## config.mk

```make
export PLATFORM = sky130hd
export DESIGN_NAME = cs_uart_vga_ctrl
export DESIGN_NICKNAME = d
export VERILOG_FILES = /design/src/rtl/cs_uart_vga_ctrl.sv
export SDC_FILE = /design/constraint.sdc
export NUM_CORES = 1
export LEC_CHECK = 0
export BUFFER_PORTS_ARGS = -buffer_cell sky130_fd_sc_hd__buf_4
export CORE_MARGIN = 1
export CORE_UTILIZATION = 54
export CTS_CLUSTER_SIZE = 10
export DETAILED_ROUTE_END_ITERATION = 12
export GPL_ROUTABILITY_DRIVEN = 0
export PLACE_DENSITY = 0.73
export SKIP_CTS_REPAIR_TIMING = 1
export SLEW_MARGIN = 10
export SYNTH_ARGS = -nofsm -noshare
export SYNTH_HDL_FRONTEND = slang
export SYNTH_SLANG_ARGS = --single-unit
```

## constraint.sdc

```tcl
create_clock -name clk -period 2.5 [get_ports clk]
set_clock_uncertainty 0.1 [all_clocks]
set_input_delay 0.375 -clock clk [delete_from_list [all_inputs] [get_ports clk]]
set_output_delay 0.375 -clock clk [all_outputs]
set_load 0.05 [all_outputs]
```

## src/rtl/cs_uart_vga_ctrl.sv

```systemverilog
// UART command receiver + VGA 640x480 timing; `define VGA_TEST_PATTERN_EN adds colour bars.
// Video outputs 1 clk after counters; no backpressure, each valid byte is applied the cycle after its stop bit.
module cs_uart_vga_ctrl #(
  parameter int CLKS_PER_BIT_9600 = 46880,
  parameter int PIX_DIV  = 4,
  parameter int H_ACTIVE = 640,
  parameter int H_FP     = 16,
  parameter int H_SYNC   = 96,
  parameter int H_BP     = 48,
  parameter int V_ACTIVE = 480,
  parameter int V_FP     = 10,
  parameter int V_SYNC   = 2,
  parameter int V_BP     = 33
) (
  input  logic        clk,
  input  logic        rst_n,
  input  logic        in,
  input  logic        btnHS,
  input  logic        btnVS,
  input  logic        btnUART,
  input  logic        btnVGA,
  output logic        HSYNC,
  output logic        VSYNC,
  output logic [15:0] LEDS,
  output logic [3:0]  RED,
  output logic [3:0]  GREEN,
  output logic [3:0]  BLUE
);

  localparam int BW = $clog2(CLKS_PER_BIT_9600 * 2 + 1);
  localparam int PW = (PIX_DIV > 1) ? $clog2(PIX_DIV) : 1;
  localparam logic [9:0] H_ACT_L = 10'(H_ACTIVE);
  localparam logic [9:0] H_SS    = 10'(H_ACTIVE + H_FP);
  localparam logic [9:0] H_SE    = 10'(H_ACTIVE + H_FP + H_SYNC);
  localparam logic [9:0] H_LAST  = 10'(H_ACTIVE + H_FP + H_SYNC + H_BP - 1);
  localparam logic [9:0] V_ACT_L = 10'(V_ACTIVE);
  localparam logic [9:0] V_SS    = 10'(V_ACTIVE + V_FP);
  localparam logic [9:0] V_SE    = 10'(V_ACTIVE + V_FP + V_SYNC);
  localparam logic [9:0] V_LAST  = 10'(V_ACTIVE + V_FP + V_SYNC + V_BP - 1);

  typedef enum logic [2:0] {S_IDLE, S_START, S_DATA, S_PARITY, S_STOP} rx_state_t;

  logic            r_rx_meta, r_rx;
  rx_state_t       r_state;
  logic [BW-1:0]   r_cnt, r_bit_clks, w_bit_clks, w_half;
  logic [2:0]      r_bit_idx;
  logic [7:0]      r_shift, r_last;
  logic            r_par, r_byte_vld, r_par_err, r_frm_err, r_cfg_err;
  logic [1:0]      r_baud_sel;
  logic [3:0]      r_red, r_green, r_blue;
  logic            w_pat_en;
  logic [PW-1:0]   r_pix_cnt;
  logic [9:0]      r_h, r_v;
  logic            w_pix_tick, w_active, w_hs_low, w_vs_low;
  logic [11:0]     w_rgb;

  always_ff @(posedge clk) begin
    if (rst_n) begin
      r_rx_meta <= 1'b1;
      r_rx      <= 1'b1;
    end else begin
      r_rx_meta <= in;
      r_rx      <= r_rx_meta;
    end
  end

  always_comb begin
    case (r_baud_sel)
      2'b01:   w_bit_clks = BW'(CLKS_PER_BIT_9600 * 2);
      2'b10:   w_bit_clks = BW'(CLKS_PER_BIT_9600 / 2);
      default: w_bit_clks = BW'(CLKS_PER_BIT_9600);
    endcase
  end
  assign w_half = r_bit_clks >> 1;

  // Bit period is latched at the start edge so a rate change never splits a frame.
  always_ff @(posedge clk) begin
    if (rst_n) begin
      r_state    <= S_IDLE;
      r_cnt      <= '0;
      r_bit_clks <= BW'(CLKS_PER_BIT_9600);
      r_bit_idx  <= '0;
      r_shift    <= '0;
      r_par      <= 1'b0;
      r_last     <= '0;
      r_byte_vld <= 1'b0;
      r_par_err  <= 1'b0;
      r_frm_err  <= 1'b0;
    end else begin
      r_byte_vld <= 1'b0;
      case (r_state)
        S_IDLE: begin
          if (!r_rx) begin
            r_state    <= S_START;
            r_cnt      <= '0;
            r_bit_clks <= w_bit_clks;
          end
        end
        S_START: begin
          if (r_cnt == w_half - BW'(1)) begin
            r_cnt     <= '0;
            r_bit_idx <= '0;
            r_state   <= r_rx ? S_IDLE : S_DATA;
          end else begin
            r_cnt <= r_cnt + BW'(1);
          end
        end
        S_DATA: begin
          if (r_cnt == r_bit_clks - BW'(1)) begin
            r_cnt     <= '0;
            r_shift   <= {r_rx, r_shift[7:1]};
            r_bit_idx <= r_bit_idx + 3'd1;
            if (r_bit_idx == 3'd7) r_state <= S_PARITY;
          end else begin
            r_cnt <= r_cnt + BW'(1);
          end
        end
        S_PARITY: begin
          if (r_cnt == r_bit_clks - BW'(1)) begin
            r_cnt   <= '0;
            r_par   <= r_rx;
            r_state <= S_STOP;
          end else begin
            r_cnt <= r_cnt + BW'(1);
          end
        end
        S_STOP: begin
          if (r_cnt == r_bit_clks - BW'(1)) begin
            r_cnt   <= '0;
            r_state <= S_IDLE;
            if (!r_rx) r_frm_err <= 1'b1;
            if (!(^{r_shift, r_par})) r_par_err <= 1'b1;
            if (r_rx && (^{r_shift, r_par})) begin
              r_byte_vld <= 1'b1;
              r_last     <= r_shift;
            end
          end else begin
            r_cnt <= r_cnt + BW'(1);
          end
        end
        default: r_state <= S_IDLE;
      endcase
    end
  end

  always_ff @(posedge clk) begin
    if (rst_n) begin
      r_baud_sel <= 2'b00;
      r_cfg_err  <= 1'b0;
      r_red      <= '0;
      r_green    <= '0;
      r_blue     <= '0;
    end else if (r_byte_vld) begin
      case (r_last[7:6])
        2'b10: begin
          if (r_last[1:0] == 2'b11) r_cfg_err  <= 1'b1;
          else                      r_baud_sel <= r_last[1:0];
        end
        2'b01: begin
          case (r_last[5:4])
            2'b00:   r_red   <= r_last[3:0];
            2'b01:   r_green <= r_last[3:0];
            2'b10:   r_blue  <= r_last[3:0];
            default: r_cfg_err <= 1'b1;
          endcase
        end
`ifdef VGA_TEST_PATTERN_EN
        2'b11:   ;
`endif
        default: r_cfg_err <= 1'b1;
      endcase
    end
  end

`ifdef VGA_TEST_PATTERN_EN
  logic       r_pat_en;
  logic [9:0] w_bar;
  always_ff @(posedge clk) begin
    if (rst_n)                                   r_pat_en <= 1'b0;
    else if (r_byte_vld && r_last[7:6] == 2'b11) r_pat_en <= r_last[0];
  end
  assign w_pat_en = r_pat_en;
  assign w_bar    = r_h / 10'd80;
  assign w_rgb    = r_pat_en ? {{4{w_bar[2]}}, {4{w_bar[1]}}, {4{w_bar[0]}}}
                             : {r_red, r_green, r_blue};
`else
  assign w_pat_en = 1'b0;
  assign w_rgb    = {r_red, r_green, r_blue};
`endif

  assign w_pix_tick = (r_pix_cnt == PW'(PIX_DIV - 1));

  always_ff @(posedge clk) begin
    if (rst_n) begin
      r_pix_cnt <= '0;
      r_h       <= '0;
      r_v       <= '0;
    end else if (w_pix_tick) begin
      r_pix_cnt <= '0;
      if (r_h == H_LAST) begin
        r_h <= '0;
        r_v <= (r_v == V_LAST) ? 10'd0 : r_v + 10'd1;
      end else begin
        r_h <= r_h + 10'd1;
      end
    end else begin
      r_pix_cnt <= r_pix_cnt + PW'(1);
    end
  end

  assign w_active = (r_h < H_ACT_L) && (r_v < V_ACT_L);
  assign w_hs_low = (r_h >= H_SS) && (r_h < H_SE);
  assign w_vs_low = (r_v >= V_SS) && (r_v < V_SE);

  always_ff @(posedge clk) begin
    if (rst_n) begin
      HSYNC <= ~btnHS;
      VSYNC <= ~btnVS;
      {RED, GREEN, BLUE} <= '0;
    end else begin
      HSYNC <= ~w_hs_low ^ btnHS;
      VSYNC <= ~w_vs_low ^ btnVS;
      {RED, GREEN, BLUE} <= (w_active && btnVGA) ? w_rgb : 12'h000;
    end
  end

  assign LEDS = btnUART ? {2'b00, w_pat_en, r_baud_sel, r_cfg_err, r_frm_err, r_par_err, r_last}
                        : {r_red, r_green, r_blue, r_baud_sel, r_par_err | r_frm_err, r_cfg_err};

endmodule

```

Word-level counts from Yosys, hierarchy flattened

Index checks and enable logic that the tools add are counted.

Register bits after elaboration: 113
Input bits: 7
Output and inout bits: 30
Word-level logic and storage cells: 131

Add/sub/neg operators: 7
Order comparisons: 6
Equal/unequal tests: 25
Mux-type cells: 25
Bitwise gates (word level): 13
Reduce and logical (&&, ||, !) cells: 30

Operators with widths:

| kind                                                               | count |
|---|---|
| two-way mux 17 bit                                                 | 3 |
| one-hot mux 17 bit (3 select lines)                                | 1 |
| equality test 17 bit                                               | 2 |
| one-hot mux 17 bit (2 select lines)                                | 1 |
| AND reduction 3 bit                                                | 9 |
| two-way mux 3 bit                                                  | 8 |
| adder 10 x 1 -> 10 bit, second input constant                      | 2 |
| equality test 10 bit, second input constant                        | 2 |
| less-than comparator 10 bit, second input constant                 | 2 |
| less-than comparator 10 x 9 -> 1 bit, second input constant        | 2 |
| two-way mux 10 bit                                                 | 2 |
| adder 17 x 1 -> 17 bit, second input constant                      | 1 |
| subtractor 16 x 1 -> 17 bit, second input constant                 | 1 |
| subtractor 17 x 1 -> 17 bit, second input constant                 | 1 |
| two-way mux 16 bit                                                 | 1 |
| inequality test 2 bit, second input constant                       | 8 |
| one-hot mux 3 bit (5 select lines)                                 | 1 |
| equality test 2 bit, second input constant                         | 5 |
| greater-or-equal comparator 10 bit, second input constant          | 1 |
| greater-or-equal comparator 10 x 9 -> 1 bit, second input constant | 1 |
| inverter 1 bit                                                     | 10 |
| AND reduction 2 bit                                                | 5 |
| OR reduction 3 bit                                                 | 3 |
| XOR reduction 9 bit                                                | 1 |
| other kinds (19)                                                   | 33 |

Longest topological paths before layout

Gate-level depths: netlist (run 1).

Depth after elaboration: 5
Depth in mapped cells: 11
Gate-level depth less buffers: 9

Least setup slack after synthesis (run 1)

No wires, ideal clock.

Path kind: reg2reg
Start: register r_bit_clks[7]
End: register r_last[1]
Library setup time: 0.128 ns
Arrival: 2.458 ns
Data required time: 2.272 ns
Slack: -0.186 ns
Stages on the path, launching flop included: 12
Buffers on the path: 2
Path through: dfxtp_1 buf_2 inv_1 ha_1 nor3b_2 xnor2_1 mux2i_2 nand3_4 or4_1 buf_6 mux2i_1 nor2_1

Longest elaborated chain between the ends: 3

RTL lines:

| item                                 | line | text |
|---|---|---|
| start, declared                      | 45   | `logic [BW-1:0] r_cnt, r_bit_clks, w_bit_clks, w_half;` |
| start signal, assigned               | 81   | `r_bit_clks <= BW'(CLKS_PER_BIT_9600);` |
| start signal, assigned               | 96   | `r_bit_clks <= w_bit_clks;` |
| subtractor 17 x 1 -> 17 bit          | 128  | `if (r_cnt == r_bit_clks - BW'(1)) begin` |
| equality test 17 bit                 | 128  |  |
| AND reduction 3 bit (no source line) | --   |  |
| end signal, assigned                 | 135  | `r_last <= r_shift;` |
| end, declared                        | 47   | `logic [7:0] r_shift, r_last;` |

Every way passes these cells.
A chain may end at the register's enable or synchronous reset.

Worst setup path in the final report (run 1)

Start: register r_bit_clks[15]
End: register r_last[6]

Same word-level chain as after synthesis.

==> run metrics, run 1 <==
outcome finished with violations; violated checks setup timing; Clk Latency, worst-skew pair 0.37 ns; initial antenna violation count 0; sequential area share after synthesis 0.402; Synth Flop Type dfxtp_1; top-count cell post-synth dfxtp_1; number of library cell types mapped by synthesis 57; Setup-failing EPs final 22; CTS buffer count 9; FF-to-FF Start r_bit_clks[15]; CP max FO 8; clock slew at reported path FFs 0.11 ns; mean area per synthesized cell ~8.6 um^2; Highest Clock Rate 0.386 GHz; sequence of cells on the critical path inv_2, ha_4, nor3b_4, xnor2_2, mux2i_2, nand3_4, or4_4, mux2i_2, nor2_1; GRT overflow 0; Worst setup endpoint r_last[6]; first-pass iteration count of the detailed router 6; die width 98.9 um; startpoint types flop; CP bufs+invs 1; Vias/cell 5.66; CP arrival ~2.7 ns; CP top delay family simple AND/OR/NAND/NOR gates; layout cells sized above 1 0.207; Final period util 1.04; vias in the first global route between 4000 and 5000; Mapped Cells 588; pwr/cell area 476 nW/um^2; max-cap viol count 0; maximum VDD drop 320 uV; Hold Crit Class input pin to flop; Syn Std Cell Area between 5000 and 6000 um^2; fin area 5910 um^2; Die Y 98.9 um; average wire per standard cell 14.6 um; Routed WL ~11000 um; fin. max-slew vios 0; Slew HR 0.684; first-pass GRT wire length 18600 um; # nets final 656; final worst slack -0.0876 ns; clock buffer depth 2; Synth top cells by count dfxtp_1 (102), nor2_1 (71), nand2_1 (59), mux2i_1 (31), nand3_1 (27); worst reg2reg path depth 9; Final Hold Fails 0; Syn-to-layout area delta 16.5%; Crit Path Category flop to flop; YS warnings 0; required time worst endpoint 2.66 ns; CP Capture Type flop; largest net degree at the start of global routing 39; root buffer cell clkbuf_8; Placed Instances 730; antenna cells 0; DRC Markers 0; Levels on crit path 9; GRT Overall Usage 0.235; Via Count about 4300; worst slew pin tran 0.472 ns; row count 35; CP dominant cell by count mux2i_2; # IOs 37; Post-Layout Cell Count approximately 750; Synth area leader dfxtp_1; H-tree level count 3; Initial Util 0.554; post-place instance area 5590 um^2; Post-synth ARST share 0; slowest stage delay, CP 0.66 ns; HP Start btnVS; worst reg2reg setup slack -0.09 ns; register bit count reported by yosys 102; initial detailed-routing violation count 283; slowest CP cell or4_4; clock sink total 102; area fraction of the dominant cell type after synthesis 0.402; Lkg Pwr 2.44 nW; Setup crit start r_bit_clks[15]; Tmin final 2.59 ns; top post-synthesis cells by area dfxtp_1 (40%), mux2i_1 (6.1%), nor2_1 (5.3%), nand2_1 (4.4%), xnor2_1 (4.1%); fin util 0.646; Port Buf Inserts 36; ANT nets after route 0; Critical R2R Capture r_last[6]; HPWL Detailed 7910 um; Core Box Area around 9000 um^2; CTS tree done; Post-synth EDFFs 0; RSZ-0062 raised after global routing yes; Post-Syn Nets 608; full die area about 9800 um^2
==> sequential cells by signal, indices dropped and copies added (netlist names), 2 cells and up <==
signal,count
r_red,4
r_cnt,17
r_baud_sel,2
r_bit_idx,3
r_pix_cnt,2
r_green,4
r_shift,8
r_h,10
BLUE,4
r_v,10
r_state,3
r_blue,4
GREEN,4
r_last,8
r_bit_clks,6
RED,4
==> layer usage <==
layer  track usage  vias to the layer above  share of wire
met3        0.0532                       13          0.036
met5             0                        -              0
li1              -                     2137              -
met1         0.306                     2024           0.47
met4        0.0712                        0          0.014
met2         0.388                       85           0.48
==> power breakdown <==
| part | switching (mW) | internal (mW) | total [mW] |
|---|---|---|---|
| logic | 0.0921 | 0.0676 | 0.160 |
| registers | 0.00990 | 1.64 | 1.65 |
| clock network | 0.616 | 0.392 | 1.01 |
==> layout make-up <==
cell class	count	area, um^2
fill	778	3240
multi-input combinational	433	2900
sequential	102	2040
timing repair buffer	74	576
tap	111	139
clock buffer	10	128
clock inverter	6	67.6
inverter	16	60.1
==> how the worst min path moves through the flow <==
stage / end / slack [ns] / depth (start not counted)
floorplan: r_rx / 0.29 / 1
global placement: r_rx / 0.31 / 1
detailed placement: r_rx / 0.30 / 1
CTS: VSYNC / 0.07 / 2
global route: VSYNC / 0.05 / 2
finish: VSYNC / 0.08 / 2
==> cells by family (layout without fill, tap and decap cells) <==
family / after synthesis / count (layout) / synth area share
XOR/XNOR: 43 / 43 / 0.0742
flip-flops: 102 / 102 / 0.402
buffers and inverters: 53 / 106 / 0.0459
AND/OR/NAND/NOR: 263 / 263 / 0.262
multiplexers: 42 / 42 / 0.0860
adder cells (fa/ha/maj): 13 / 13 / 0.0321
AO/OA/AOI/OAI: 72 / 72 / 0.0979
==> placed cells by master, fill, tap and decap left out, types with 4 or more instances in the layout <==
cell type	Yosys	layout
buf_4	1	71
xor2_1	19	19
nand2_1	59	59
ha_1	13	12
mux2_2	10	10
nor4_1	9	9
or3_1	8	7
nand3_1	27	26
dfxtp_1	102	100
and3_1	11	11
o21ai_0	14	14
clkbuf_8	0	9
nor3_1	19	19
nor2b_1	6	6
or2_2	4	4
xnor2_1	24	22
inv_1	16	14
nor2_1	71	71
mux2i_2	1	4
a21oi_1	18	17
mux2i_1	31	28
nand4_1	10	10
a211o_1	6	6
and4_1	4	4
and2_1	16	15
==> metrics by stage <==
step / TNS (ns) / power, mW / hold WS [ns] / worst slack (ns)
final: -0.592 / 2.82 / 0.0804 / -0.0876
after global routing: -3.33 / 2.94 / 0.0461 / -0.189
after CTS: -0.589 / 2.84 / 0.0666 / -0.117
after detailed placement: -0.199 / 1.83 / 0.302 / -0.0880
after global placement: 0 / 1.83 / 0.306 / 0.0655
after floorplan: -0.122 / 1.79 / 0.289 / -0.0234
==> worst reg2reg max path, cell delays in order (launching register included) <==
cell	delay [ns]
dfxtp_2	0.34
inv_2	0.07
ha_4	0.16
nor3b_4	0.23
xnor2_2	0.15
mux2i_2	0.33
nand3_4	0.14
or4_4	0.67
mux2i_2	0.24
nor2_1	0.06
(Power assumes the default switching activity.)
==> inputs of run 2 (changes only) <==
--- a/config.mk
+++ b/config.mk
@@ -14,5 +14,5 @@
 export PLACE_DENSITY = 0.73
 export SKIP_CTS_REPAIR_TIMING = 1
-export SLEW_MARGIN = 10
+export SLEW_MARGIN = 0
 export SYNTH_ARGS = -nofsm -noshare
 export SYNTH_HDL_FRONTEND = slang
==> constraint.sdc (replaced) <==
create_clock -name clk -period 2.5 [get_ports clk]
set_clock_uncertainty 0.1 [all_clocks]
set_input_delay 0.25 -clock clk [delete_from_list [all_inputs] [get_ports clk]]
set_output_delay 0.25 -clock clk [all_outputs]
set_load 0.05 [all_outputs]
==> run 2 against run 1 <==
  * Sequential share of layout area rose by 0.050 points
  * The run still ends with setup timing left
  * Non-clock buffer count rose by 1
  * Clock-buffer cell count fell by 1
  * Critical endpoint is now r_cnt[16]
==> run metrics, run 2 (synthesis gave the netlist of run 1 again) <==
outcome finished with violations; violated checks setup timing; # nets final 657 (+0.15%); first-pass iteration count of the detailed router 5 (-1); HPWL Detailed 7780 um (-1.7%); Hold Crit Class input pin to flop; startpoint types flop; layout cells sized above 1 0.201 (-0.00655); Initial Util 0.554 (unchanged); total power after layout 2.81 mW (-0.21%); root buffer cell clkbuf_8; largest net degree at the start of global routing 43 (+10%); Final period util 1.02 (-0.0103); Die Y 98.9 um (unchanged); maximum VDD drop 293 uV (-8.3%); # IOs 37 (unchanged); full die area 9790 um^2 (unchanged); antenna cells 0 (unchanged); Setup-failing EPs final 14 (-36%); Syn-to-layout area delta 16.4% (about the same); vias in the first global route 3964 (-2.1%); Largest regs r_cnt (17), r_h (10), r_v (10); initial antenna violation count 0 (unchanged); Clk Latency, worst-skew pair 0.37 ns (about the same); Final Hold Fails 0 (unchanged); CP arrival 2.73 ns (about the same); fin. max-slew vios 0 (unchanged); CTS buffer count 9 (unchanged); slowest CP cell dfxtp_2; Port Buf Inserts 36 (unchanged); worst slack at placement -0.0144 ns (+0.0737 ns); DRC Markers 0 (unchanged); fin area 5910 um^2 (about the same); commonest non-fill, non-tap cells in the layout dfxtp_1 (99), nor2_1 (71), buf_4 (66); final worst slack -0.0619 ns (+0.0258 ns); commonest non-fill, non-tap cell in the layout dfxtp_1; CP max FO 5 (-3); slowest stage delay, CP 0.34 ns (-0.32 ns); max-cap viol count 0 (unchanged); CTS tree done; Crit Path Category flop to flop; initial detailed-routing violation count 249 (-12%); Highest Clock Rate 0.390 GHz (+1.0%); largest register by flop count r_cnt; ANT nets after route 0 (unchanged); setup tns final -0.619 ns (-0.0268 ns); Lkg Pwr 2.46 nW (+0.84%); Slew HR 0.710 (+0.0261); H-tree level count 3 (unchanged); GRT Overall Usage 0.227 (-0.00789); worst reg2reg setup slack -0.06 ns (+0.03 ns); post-place instance area 5590 um^2 (-0.13%); max reg flops 17 (unchanged); RSZ-0062 raised after global routing yes; clock slew at reported path FFs 0.10 ns (about the same); die width 98.9 um (unchanged); Core Box Area 9150 um^2 (unchanged); first-pass GRT wire length 18100 um (-2.9%); sequence of cells on the critical path inv_2, ha_4, nor3b_4, xnor2_2, mux2i_2, a311oi_1, a211oi_2, buf_4, buf_2, nor2_1, a211o_1; CP Capture Type flop; clock buffer depth 2 (unchanged); Routed WL 11000 um (+0.58%); GRT overflow 0 (unchanged); row count 35 (unchanged); Tmin final 2.56 ns (-0.0258 ns); Vias/cell 5.68 (+0.34%); clock sink total 102 (unchanged); pwr/cell area 476 nW/um^2 (-0.12%); Via Count 4279 (+0.47%); worst slew pin tran 0.431 ns (-0.0407 ns); average wire per standard cell 14.6 um (+0.44%); required time worst endpoint 2.67 ns (about the same)
==> run 2: cell count changes in the layout (fill, tap and decap cells not counted), sizes merged <==
| cell | change |
|---|---|
| dlygate4sd3 | +3 |
| buf | -2 |
| clkinv | +1 |
| clkbuf | -1 |
==> run 2: path summary, 6_finish.rpt <==
| check | from | end | depth (start not counted) |
|---|---|---|---|
| setup / recovery | r_bit_clks[15] | r_cnt[16] | 11 |
| hold / removal | rst_n | r_pix_cnt[0] | 2 |
| setup reg to reg | r_bit_clks[15] | r_cnt[16] | 11 |
| hold reg to reg | r_pix_cnt[0] | r_pix_cnt[0] | 1 |
==> run 2: worst max-delay path, delay by kind of cell (launching register included) <==
family / cells / cell delay, ns
xor+xnor: 1 / 0.17
mux: 1 / 0.34
fa+ha+maj: 1 / 0.16
compound gates: 3 / 0.61
simple gates: 2 / 0.33
buf+inv: 3 / 0.41
flops: 1 / 0.34
==> run 2: area by class of cell <==
type	instances	area [um^2]
fillers	783	3250
flip-flops and latches	102	2050
clock inverters	7	67.6
multi-input cells	433	2880
inverters	16	60.1
repair buffers	75	596
well taps	111	139
clock buffers	9	124
==> run 2: report_power, final <==
group | internal [mW] | switching [mW] | leakage, nW | total (mW)
Sequential | 1.64 | 0.00997 | 0.824 | 1.65
Combinational | 0.0684 | 0.0933 | 1.53 | 0.162
Clock | 0.387 | 0.614 | 0.0989 | 1.00
Total | 2.09 | 0.717 | 2.46 | 2.81
==> run 2: per-stage QoR <==
stage / cells / util / hold slack [ns]
detailed placement: 729 / 0.610 / 0.305
finish: 753 / 0.645 / 0.124
CTS: 745 / 0.631 / -0.0539
global placement: 729 / 0.610 / 0.308
floorplan: 588 / - / 0.249
global route: 753 / 0.645 / 0.117
==> run 2: routing by layer <==
metal,vias up,share of wire,wire [um],GRT usage
met5,-,0,0,0
met4,0,0.010,115,0.0574
met1,2042,0.46,5090,0.304
met3,10,0.042,457,0.0496
met2,96,0.49,5350,0.372
li1,2131,-,-,-
==> inputs of run 3 (changes only) <==
- ABC_AREA: default -> 1
- CORE_MARGIN: 1 -> 5
- CORE_UTILIZATION: 54 -> 55
- PLACE_DENSITY: 0.73 -> 0.74
==> run 3 against run 2 <==
  * The run now ends clean
  * Final cell count grew 28%
  * Hold slack gained 0.041 ns
  * Critical path depth grew 2
  * Clock-buffer cell count grew 1
  * Sequential power grew 7%
  * Setup slack gained 0.28 ns
  * Global-route usage shrank 1.4 points
  * Highest routed layer unchanged
==> run metrics, run 3 <==
outcome finished clean; Vias/cell 5.09 (-10%); commonest non-fill, non-tap cells in the layout nand2_1 (204), nor2_1 (104), dfxtp_1 (102); worst slack at placement 0.131 ns (+0.145 ns); Post-synth ARST share 0 (unchanged); Routed WL 12000 um (+8.8%); Core Box Area 9590 um^2 (+4.8%); register bit count reported by yosys 102 (unchanged); sequential area share after synthesis 0.384 (-0.0188); average wire per standard cell 12.4 um (-15%); Setup-failing EPs final 0 (-14); Clock power frac 0.306 (-0.050); clock buffer depth 2 (unchanged); worst slew pin tran 0.673 ns (+0.241 ns); Post-Syn Nets 818 (+35%); initial detailed-routing violation count 291 (+17%); die width 108 um (+9.5%); combinational family with the most area after synthesis simple AND/OR/NAND/NOR gates; area fraction of the dominant cell type after synthesis 0.384 (-0.0188); Initial Util 0.555 (about the same); layout cells sized above 1 0.0939 (-0.107); Top Layer Used met4; CP Capture Type flop; Internal Power 2.39 mW (+14%); row count 36 (+2.9%); Synth top cells by count nand2_1 (205), nor2_1 (104), dfxtp_1 (102), inv_1 (98), a21oi_1 (59); Synth Area in Compound Gates 0.114 (+0.0163); met3 wire len 555 um (+21%); largest net degree at the start of global routing 46 (+7.0%); Synth area leader dfxtp_1; maximum VDD drop 436 uV (+49%); startpoint types flop; clock sink total 102 (unchanged); HPWL Detailed 8830 um (+13%); total power after layout 3.58 mW (+28%); Post-Layout Cell Count 964 (+28%); Tmin final 2.28 ns (-0.279 ns); # IOs 37 (unchanged); first-pass iteration count of the detailed router 5 (unchanged); root buffer cell clkbuf_8; CP max FO 14 (+9); Mapped Cells 798 (+36%); post-synthesis adder-cell area fraction 0.0306 (-0.00150); Final period util 0.913 (-0.112); largest register by flop count r_cnt; max-cap viol count 0 (unchanged); worst reg2reg path depth 13 (+2); fin. max-slew vios 0 (unchanged); RSZ-0062 raised after global routing no; fill count 917 (+17%); hold_ws 0.165 ns (+0.0412 ns); Hold Path Cell Cnt 2 (unchanged); met2 wire length 5720 um (+6.9%); mean area per synthesized cell 6.67 um^2 (-23%); YS warnings 0 (unchanged); pwr/cell area 607 nW/um^2 (+28%); sw power 1.20 mW (+67%); Flop pwr share 0.491 (-0.095); full die area 11700 um^2 (+20%); Crit Path Category flop to flop; top-count cell post-synth nand2_1; Highest Clock Rate 0.438 GHz (+12%); Die Y 108 um (+9.5%); setup tns final 0 ns (+0.619 ns); Comb pwr share 0.204 (+0.146); H-tree level count 3 (unchanged); max reg flops 17 (unchanged); Largest regs r_cnt (17), r_h (10), r_v (10); Port Buf Inserts 36 (unchanged); ANT nets after route 0 (unchanged); area of the multi-input gates 2790 um^2 (-2.9%); top post-synthesis cells by area dfxtp_1 (38%), nand2_1 (14%), nor2_1 (7.3%), inv_1 (6.9%), a21oi_1 (5.5%); Post-synth EDFFs 0 (unchanged); CTS buffer count 9 (unchanged); final worst slack 0.217 ns (+0.279 ns); Syn Std Cell Area 5320 um^2 (+4.9%); WL met1 5480 um (+7.7%); DRC Markers 0 (unchanged); Final Hold Fails 0 (unchanged); Syn-to-layout area delta 10.9%; GRT Overall Usage 0.213 (-0.0145); GRT overflow 0 (unchanged); antenna cells 0 (unchanged); mux cell area share after synthesis 0 (-0.0860); Clk Latency, worst-skew pair 0.38 ns (about the same); Hold Crit Class input pin to flop; sequential cell area 2040 um^2 (-0.18%); Lkg Pwr 2.46 nW (about the same); # nets final 846 (+29%); clock slew at reported path FFs 0.10 ns (about the same); Slew HR 0.540 (-0.170); vias in the first global route 4514 (+14%); Synth Flop Type dfxtp_1; number of library cell types mapped by synthesis 36 (-37%); CTS tree done; simple-gate area share of the yosys netlist 0.327 (+0.0653); post-synthesis xor/xnor area fraction 0.0510 (-0.0232); Via Count 4906 (+15%); CP arrival 2.47 ns (-0.26 ns); first-pass GRT wire length 20200 um (+12%); required time worst endpoint 2.69 ns (+0.02 ns); initial antenna violation count 0 (unchanged); commonest non-fill, non-tap cell in the layout nand2_1; sw frac 0.334 (+0.0789); Placed Instances 945 (+30%)
-- run 3: layout make-up --
cell class,count,share of cell area
Clock buffer,10,0.0216
Tap cell,133,0.0282
Inverter,104,0.0661
Clock inverter,6,0.0131
Timing Repair Buffer,40,0.0521
Sequential cell,102,0.346
Multi-Input combinational cell,569,0.473
-- run 3: worst paths after layout --
check                     start        end  slack, ns
setup / recovery  r_bit_clks[7]  r_last[1]       0.22
hold reg to reg       r_rx_meta       r_rx       0.32
hold / removal            rst_n     r_v[5]       0.17
setup reg to reg  r_bit_clks[7]  r_last[1]       0.22
-- run 3: stage by stage --
stage / util / area, um^2
floorplan: - / 5320
finish: 0.615 / 5900
global route: 0.615 / 5900
CTS: 0.611 / 5860
detailed placement: 0.590 / 5660
global placement: 0.590 / 5660
-- run 3: cells by family (layout without fill, tap and decap cells) --
logic type	after synthesis	in the layout
simple gates	407	407
buf+inv	127	160
compound gates	118	118
flops	102	102
xor+xnor	31	31
fa+ha+maj	13	13
-- run 3: metal layers --
metal | vias to the layer above | global-route usage
li1 | 2573 | -
met3 | 20 | 0.0358
met1 | 2193 | 0.268
met4 | 0 | 0.0784
met5 | - | 0
met2 | 120 | 0.365
-- run 3: worst max-delay path, stage by stage (launching register included) --
cell and delay (ns):
dfxtp_1 0.45, inv_2 0.10, ha_1 0.33, inv_1 0.06, nand2_1 0.06, nand2_1 0.06
nor2_1 0.13, nand3_2 0.11, nor2_4 0.17, nand3_4 0.12, nor2_4 0.29, nand2_1 0.10
nand2_1 0.07, nor2_1 0.04
-- run 3: power groups by stage --
stage	Clock (mW)	Sequential (mW)	Combinational (mW)
2_1_floorplan	0	1.78	0.586
6_report	1.10	1.76	0.730
3_5_place_dp	0	1.79	0.732
5_1_grt	1.20	1.77	0.838
4_1_cts	1.12	1.76	0.733
3_3_place_gp	0	1.79	0.700
